`src/rtl/ifu_fetch.sv`:
```
// ifu_fetch: sequential-PC instruction fetch with credit-limited memory requests,
// in-order response tracking, redirect flush and a registered buffer toward decode.
module ifu_fetch #(
    parameter logic [31:0] RESET_PC   = 32'h8000_0000,
    parameter int          FIFO_DEPTH = 2,
    parameter int          CNT_W      = 2
) (
    input  logic        clk,
    input  logic        rst,
    input  logic        redirect_valid,
    input  logic [31:0] redirect_pc,
    output logic        imem_req_valid,
    input  logic        imem_req_ready,
    output logic [31:0] imem_req_addr,
    input  logic        imem_rsp_valid,
    input  logic [31:0] imem_rsp_data,
    output logic [31:0] inst,
    output logic [31:0] pc,
    output logic        valid_next,
    input  logic        ready_next
);
    localparam int              AW      = (FIFO_DEPTH > 1) ? $clog2(FIFO_DEPTH) : 1;
    localparam logic [CNT_W:0]  DEPTH_C = (CNT_W + 1)'(FIFO_DEPTH);

    logic [31:0]      fetch_pc;
    logic [CNT_W-1:0] outstanding;
    logic [CNT_W-1:0] drop;
    logic [CNT_W-1:0] fifo_count;
    logic [AW-1:0]    fifo_rd;
    logic [AW-1:0]    fifo_wr;
    logic [AW-1:0]    pcq_rd;
    logic [AW-1:0]    pcq_wr;

    logic [31:0] fifo_pc   [FIFO_DEPTH];
    logic [31:0] fifo_inst [FIFO_DEPTH];
    logic [31:0] pcq       [FIFO_DEPTH];

    logic [CNT_W:0] in_use;
    logic           fifo_empty;
    logic           req_fire;
    logic           rsp_fire;
    logic           push;
    logic           pop;
    logic           unused_redirect_lsbs;

    assign unused_redirect_lsbs = ^redirect_pc[1:0];

    // Credit counts dropped in-flight fetches too, so the buffer can never overflow.
    assign in_use         = {1'b0, outstanding} + {1'b0, fifo_count};
    assign fifo_empty     = (fifo_count == '0);
    assign imem_req_valid = ~rst & ~redirect_valid & (in_use < DEPTH_C);
    assign imem_req_addr  = fetch_pc;
    assign req_fire       = imem_req_valid & imem_req_ready;
    assign rsp_fire       = imem_rsp_valid & (outstanding != '0);
    assign push           = rsp_fire & (drop == '0) & ~redirect_valid;
    assign valid_next     = ~fifo_empty & ~redirect_valid;
    assign pop            = valid_next & ready_next;
    assign inst           = fifo_empty ? 32'h0 : fifo_inst[fifo_rd];
    assign pc             = fifo_empty ? 32'h0 : fifo_pc[fifo_rd];

    always_ff @(posedge clk) begin
        if (rst) begin
            fetch_pc    <= RESET_PC;
            outstanding <= '0;
            drop        <= '0;
            fifo_count  <= '0;
            fifo_rd     <= '0;
            fifo_wr     <= '0;
            pcq_rd      <= '0;
            pcq_wr      <= '0;
        end else begin
            if (redirect_valid) begin
                fetch_pc <= {redirect_pc[31:2], 2'b00};
            end else if (req_fire) begin
                fetch_pc <= fetch_pc + 32'd4;
            end

            if (req_fire) pcq_wr <= pcq_wr + AW'(1);
            if (rsp_fire) pcq_rd <= pcq_rd + AW'(1);
            outstanding <= outstanding + CNT_W'(req_fire) - CNT_W'(rsp_fire);

            // Every request still in flight at a redirect belongs to the wrong path.
            if (redirect_valid) begin
                drop <= outstanding - CNT_W'(rsp_fire);
            end else if (rsp_fire && drop != '0) begin
                drop <= drop - CNT_W'(1);
            end

            if (redirect_valid) begin
                fifo_count <= '0;
                fifo_rd    <= '0;
                fifo_wr    <= '0;
            end else begin
                if (push) fifo_wr <= fifo_wr + AW'(1);
                if (pop)  fifo_rd <= fifo_rd + AW'(1);
                fifo_count <= fifo_count + CNT_W'(push) - CNT_W'(pop);
            end
        end
    end

    // NOTE: storage arrays carry no reset; the counters and pointers alone decide validity.
    always_ff @(posedge clk) begin
        if (req_fire) pcq[pcq_wr] <= fetch_pc;
        if (push) begin
            fifo_pc[fifo_wr]   <= pcq[pcq_rd];
            fifo_inst[fifo_wr] <= imem_rsp_data;
        end
    end

    a_no_orphan_rsp: assert property (@(posedge clk) disable iff (rst)
        !(imem_rsp_valid && outstanding == '0));

endmodule

```
`config.mk`:
```
export PLATFORM = sky130hd
export DESIGN_NAME = ifu_fetch
export DESIGN_NICKNAME = d
export VERILOG_FILES = /design/src/rtl/ifu_fetch.sv
export SDC_FILE = /design/constraint.sdc
export NUM_CORES = 1
export LEC_CHECK = 0
export ABC_AREA = 1
export BUFFER_PORTS_ARGS = -buffer_cell sky130_fd_sc_hd__buf_4
export CAP_MARGIN = 20
export CORE_ASPECT_RATIO = 1.4
export CORE_MARGIN = 4
export CORE_UTILIZATION = 45
export DETAILED_ROUTE_END_ITERATION = 16
export PLACE_DENSITY_LB_ADDON = 0.1
export SLEW_MARGIN = 15
export SYNTH_ARGS = -nofsm -noshare
export SYNTH_HDL_FRONTEND = slang
export SYNTH_SLANG_ARGS = --single-unit
export TNS_END_PERCENT = 5
```
`constraint.sdc`:
```
create_clock -name clk -period 9.6 [get_ports clk]
set_clock_uncertainty 0.05 [all_clocks]
set_input_delay 0.96 -clock clk [delete_from_list [all_inputs] [get_ports clk]]
set_output_delay 0.96 -clock clk [all_outputs]
set_load 0.03 [all_outputs]
```
### Word level (Yosys, flattened, before mapping)

Memory sizes are Yosys's and may differ from the RTL's. A register that Yosys moved wholly into a read port is not among the register bits.
Index checks and enable logic that the tools add are counted.

| storage, ports and cells | value |
|---|---|
| flip-flop bits (word level) | 42 |
| RAM bits | 192 |
| bits of input ports | 70 |
| output and inout port bits | 98 |
| logic and storage cells | 60 |
| memories kept | 3 |

Memories:

| memory | depth | bits a word | rd ports | clocked after Yosys merged registers in | wr ports | line | source |
|---|---|---|---|---|---|---|---|
| fifo_inst | 2 | 32 | 1 | 1 | 1 | 35 | `logic [31:0] fifo_inst [FIFO_DEPTH];` |
| fifo_pc | 2 | 32 | 1 | 1 | 1 | 34 | `logic [31:0] fifo_pc [FIFO_DEPTH];` |
| pcq | 2 | 32 | 1 | 1 | 1 | 36 | `logic [31:0] pcq [FIFO_DEPTH];` |

| operators by class | value |
|---|---|
| add/sub/neg operators | 12 |
| order comparisons | 1 |
| muxes and demuxes | 16 |
| bitwise operators | 11 |
| reductions and logical operators | 8 |

Operators by type and width:

| kind | number |
|---|---|
| 32-bit two-way mux | 4 |
| 32-bit by 3-bit adder with 32-bit output (second input constant) | 1 |
| 1-bit two-way mux | 10 |
| 1-bit AND | 8 |
| 2-bit nonzero test | 4 |
| 2-bit by 1-bit subtractor with 2-bit output | 3 |
| 1-bit adder (second input constant) | 4 |
| 2-bit by 1-bit adder with 2-bit output | 2 |
| 2-bit logical NOT | 2 |
| 2-bit two-way mux | 2 |
| 2-bit by 2-bit adder with 3-bit output | 1 |
| 3-bit by 2-bit < comparator with 1-bit output (second input constant) | 1 |
| 1-bit inverter | 3 |
| 2-bit OR reduction | 1 |
| 2-bit by 1-bit subtractor with 2-bit output (second input constant) | 1 |
| 1-bit logical AND | 1 |

### Logic depth before layout (Yosys ltp)

| depth | value |
|---|---|
| depth in word-level cells | 6 |
| mapped depth | 12 |
| mapped depth without buffers | 11 |

### Worst setup path after synthesis

No wires, ideal clock.

| timing path | value |
|---|---|
| kind | in2reg |
| from | in imem_rsp_valid |
| to | mem fifo_inst[0][0], enable pin |
| setup time | 0.482 ns |
| data arrival time | 3.951 ns |
| required time | 9.068 ns |
| setup slack | 5.117 ns |
| cell stages on the path | 3 |
| path buffers | 0 |
| cell sequence | o21a_1 > nand3_1 > nor2_1 |

| on the way | value |
|---|---|
| word-level cells in the longest chain between the ends | 5 |

RTL lines:

| what | line | source |
|---|---|---|
| from (decl) | 15 | `input logic imem_rsp_valid,` |
| 1-bit AND | 54 | `assign rsp_fire = imem_rsp_valid & (outstanding != '0);` |
| 1-bit AND (2 in series) | 55 | `assign push = rsp_fire & (drop == '0) & ~redirect_valid;` |
| 1-bit two-way mux | 104 | `if (push) begin` |
| 1-bit two-way mux (not written as such) | 106 | `fifo_inst[fifo_wr] <= imem_rsp_data;` |
| to (decl) | 35 |  |

No other way between the ends.

==> results.toml <==
[route]
routedLengthMet1_um = 8990
wl_per_cell_um = 16.3
wl_met3_um = 1180
route.vias.total = 6563
ant_nets = 0
drc = 0
drtIter0Drc = 413
dr.pass1.iters = 4
route.met2.wl_um = 10800
top_layer = "met4"
drt_wl_total_um = 21400
vias_per_cell = 5.01

[timing]
fin_tns_setup_ns = 0
setup_viol = 0
fin_crit_ns = 3.52
slew_headroom_pct = 40.4
rsz0062_at_grt = "no"
holdWs_ns = 0.406
hold_viol = 0
max_clock_freq_mhz = 284
report.final.slew_viol_count = 0
fin_ws_ns = 6.08
worst_pin_slew_ns = 0.894
fin_crit_sh_pct = 36.6

[critical_path]
rrSetupSlack_ns = 7.12
endpoint_kind = "output port"
reg2reg_depth = 11
cp.arrival_ns = 2.51
worstPathRequired_ns = 8.59
critical_path_class = "flip-flop to output port"
crit_path_start_kind = "flip-flop"
r2r_start = "fifo_count[1]"
r2r_end = "fifo_count[1]"
crit_fanout = 63

[global_route]
overflow = 0
antenna_found_initial = 0
grt_pass1_wl_um = 34500
grt_pass1_vias = 6387
grt_max_degree = 64
grt_use_total_pct = 17.9

[worst_hold_path]
holdPathEnd = "pcq_rd"
hold_class = "flip-flop to flip-flop"
worstHoldPathCells = 1
min-delay-start = "pcq_rd"

[flow_run]
maxCapViolations = 0

[die]
ios = 168
die_height_um = 180
fp-row-count = 62
die-width_um = 131
start_util_pct = 46.2
core-area_um2 = 20700
dieArea_um2 = 23700

[placed_design]
gp_congestion = 0.829
post-dp-hpwl_um = 13800
dp_slack_ns = 6.55
buffer_ports.inserted = 161
dpl.cell_count = 1273
placed_area_um2 = 11000

[synth]
ys_warn_count = 0
synth_area_per_cell_um2 = 10.9
ys_ff_latch = 226
synth_edf_count = 184
synthCells = 881
ys.flop_type = "edfxtp_1"
syn_area_um2 = 9560
ys_seq_area_share_pct = 66.6
ys_types = 36
synthArstFlopShare_pct = 0

[final_layout]
diodes = 0
fin_nets = 1119
layout-area-overhead-vs-synth_pct = 22.1
final_area_um2 = 11700
drive_gt1_share_pct = 24.1
fin_cells = 1311

[pwr]
irDropWorstVdd_uv = 147
powerDensity_nw_per_um2 = 190
seq_power_share_pct = 52.3
p_sw_uw = 530
p_int_uw = 1690
p_leak_uw = 0.00451
pwr-share-comb_pct = 12.1
power_frac_clock_pct = 35.5
power.share.switching_pct = 23.9

[cts]
cts-hold-fix-buffers = 0
cts_sinks = 226
cts.repair.resized = 0
cts_buffers = 22
root_buffer = "clkbuf_16"
cts-htree-levels = 1
cts_tree = "yes"
postCtsSetupBuffers = 0
clock_latency_ns = 0.49
clkTransAtPathRegs_ns = 0.06
cts_buffer_depth = 3

[outcome]
status = "complete, no violations"
## worst max-delay path: stages (launching register included)
cell and delay (ns):
dfxtp_2 0.31, buf_4 0.32, inv_2 0.24, buf_4 0.55, nand2_1 0.11, a21oi_1 0.20, buf_4 0.20
## layout make-up
type	instances	area (um2)
Sequential cell	226	6370
Timing Repair Buffer	169	1270
Clock buffer	33	633
Tap cell	256	320
Multi-Input combinational cell	554	2810
Clock inverter	5	18.8
Fill cell	1785	9040
Inverter	68	255
## layer usage
layer | vias up | track usage [%]
li1 | 3286 | -
met1 | 3068 | 23.1
met2 | 175 | 31.6
met3 | 34 | 2.71
met4 | 0 | 4.58
met5 | - | 0
## registers in the layout, indices dropped and copies added, names as in the netlist, 2 cells and up, named ones only
signal,count
fifo_pc,60
outstanding,2
imem_req_addr,30
fifo_inst,64
drop,2
fifo_count,2
pcq,60
## worst max path at each step
stage,endpoint,depth (start not counted)
global route,inst[31],6
finish,pc[4],6
floorplan,fifo_inst[0][0],3
global placement,fifo_pc[1][27],5
detailed placement,pc[4],6
CTS,pc[4],6
## stage by stage
step | util (%) | total power (uW)
2_1_floorplan | - | 1360
3_3_place_gp | 53.2 | 1450
3_5_place_dp | 53.2 | 1450
4_1_cts | 56.4 | 2240
5_1_grt | 56.4 | 2310
6_report | 56.4 | 2220
## Yosys cell counts, drive strengths merged, types with 5 or more instances
master / count / area, um2
mux2: 30 / 338
a31oi: 5 / 31.3
xor2: 12 / 105
nor2: 60 / 280
nand2: 274 / 1050
dfxtp: 42 / 841
buf: 11 / 72.6
o21ai: 30 / 150
inv: 68 / 255
clkbuf: 25 / 93.8
a21oi: 96 / 480
nand3: 21 / 118
xnor2: 5 / 43.8
ha: 7 / 87.6
edfxtp: 184 / 5530
## placed cells by master (no fill, tap or decap), drive strengths merged, types with 30 or more instances in the layout
cell type  count
a21oi         96
buf          169
clkbuf        33
dfxtp         42
edfxtp       184
inv           68
mux2          30
nand2        274
nor2          60
o21ai         30
## power by group through the flow
stage	logic [uW]	registers, uW	clock network, uW
finish	269	1160	788
global placement	269	1180	0
CTS	274	1160	810
global route	301	1170	846
floorplan	166	1190	0
detailed placement	272	1180	0
## logic make-up after synthesis
group	after synthesis	synth area share, %
compound gates	135	7.25
mux	30	3.53
buf+inv	104	4.41
other cells	1	0.0392
flops	226	66.6
fa+ha+maj	8	1.13
xor+xnor	17	1.56
simple gates	360	15.5
Note: power is estimated with default switching activity, not from simulation.
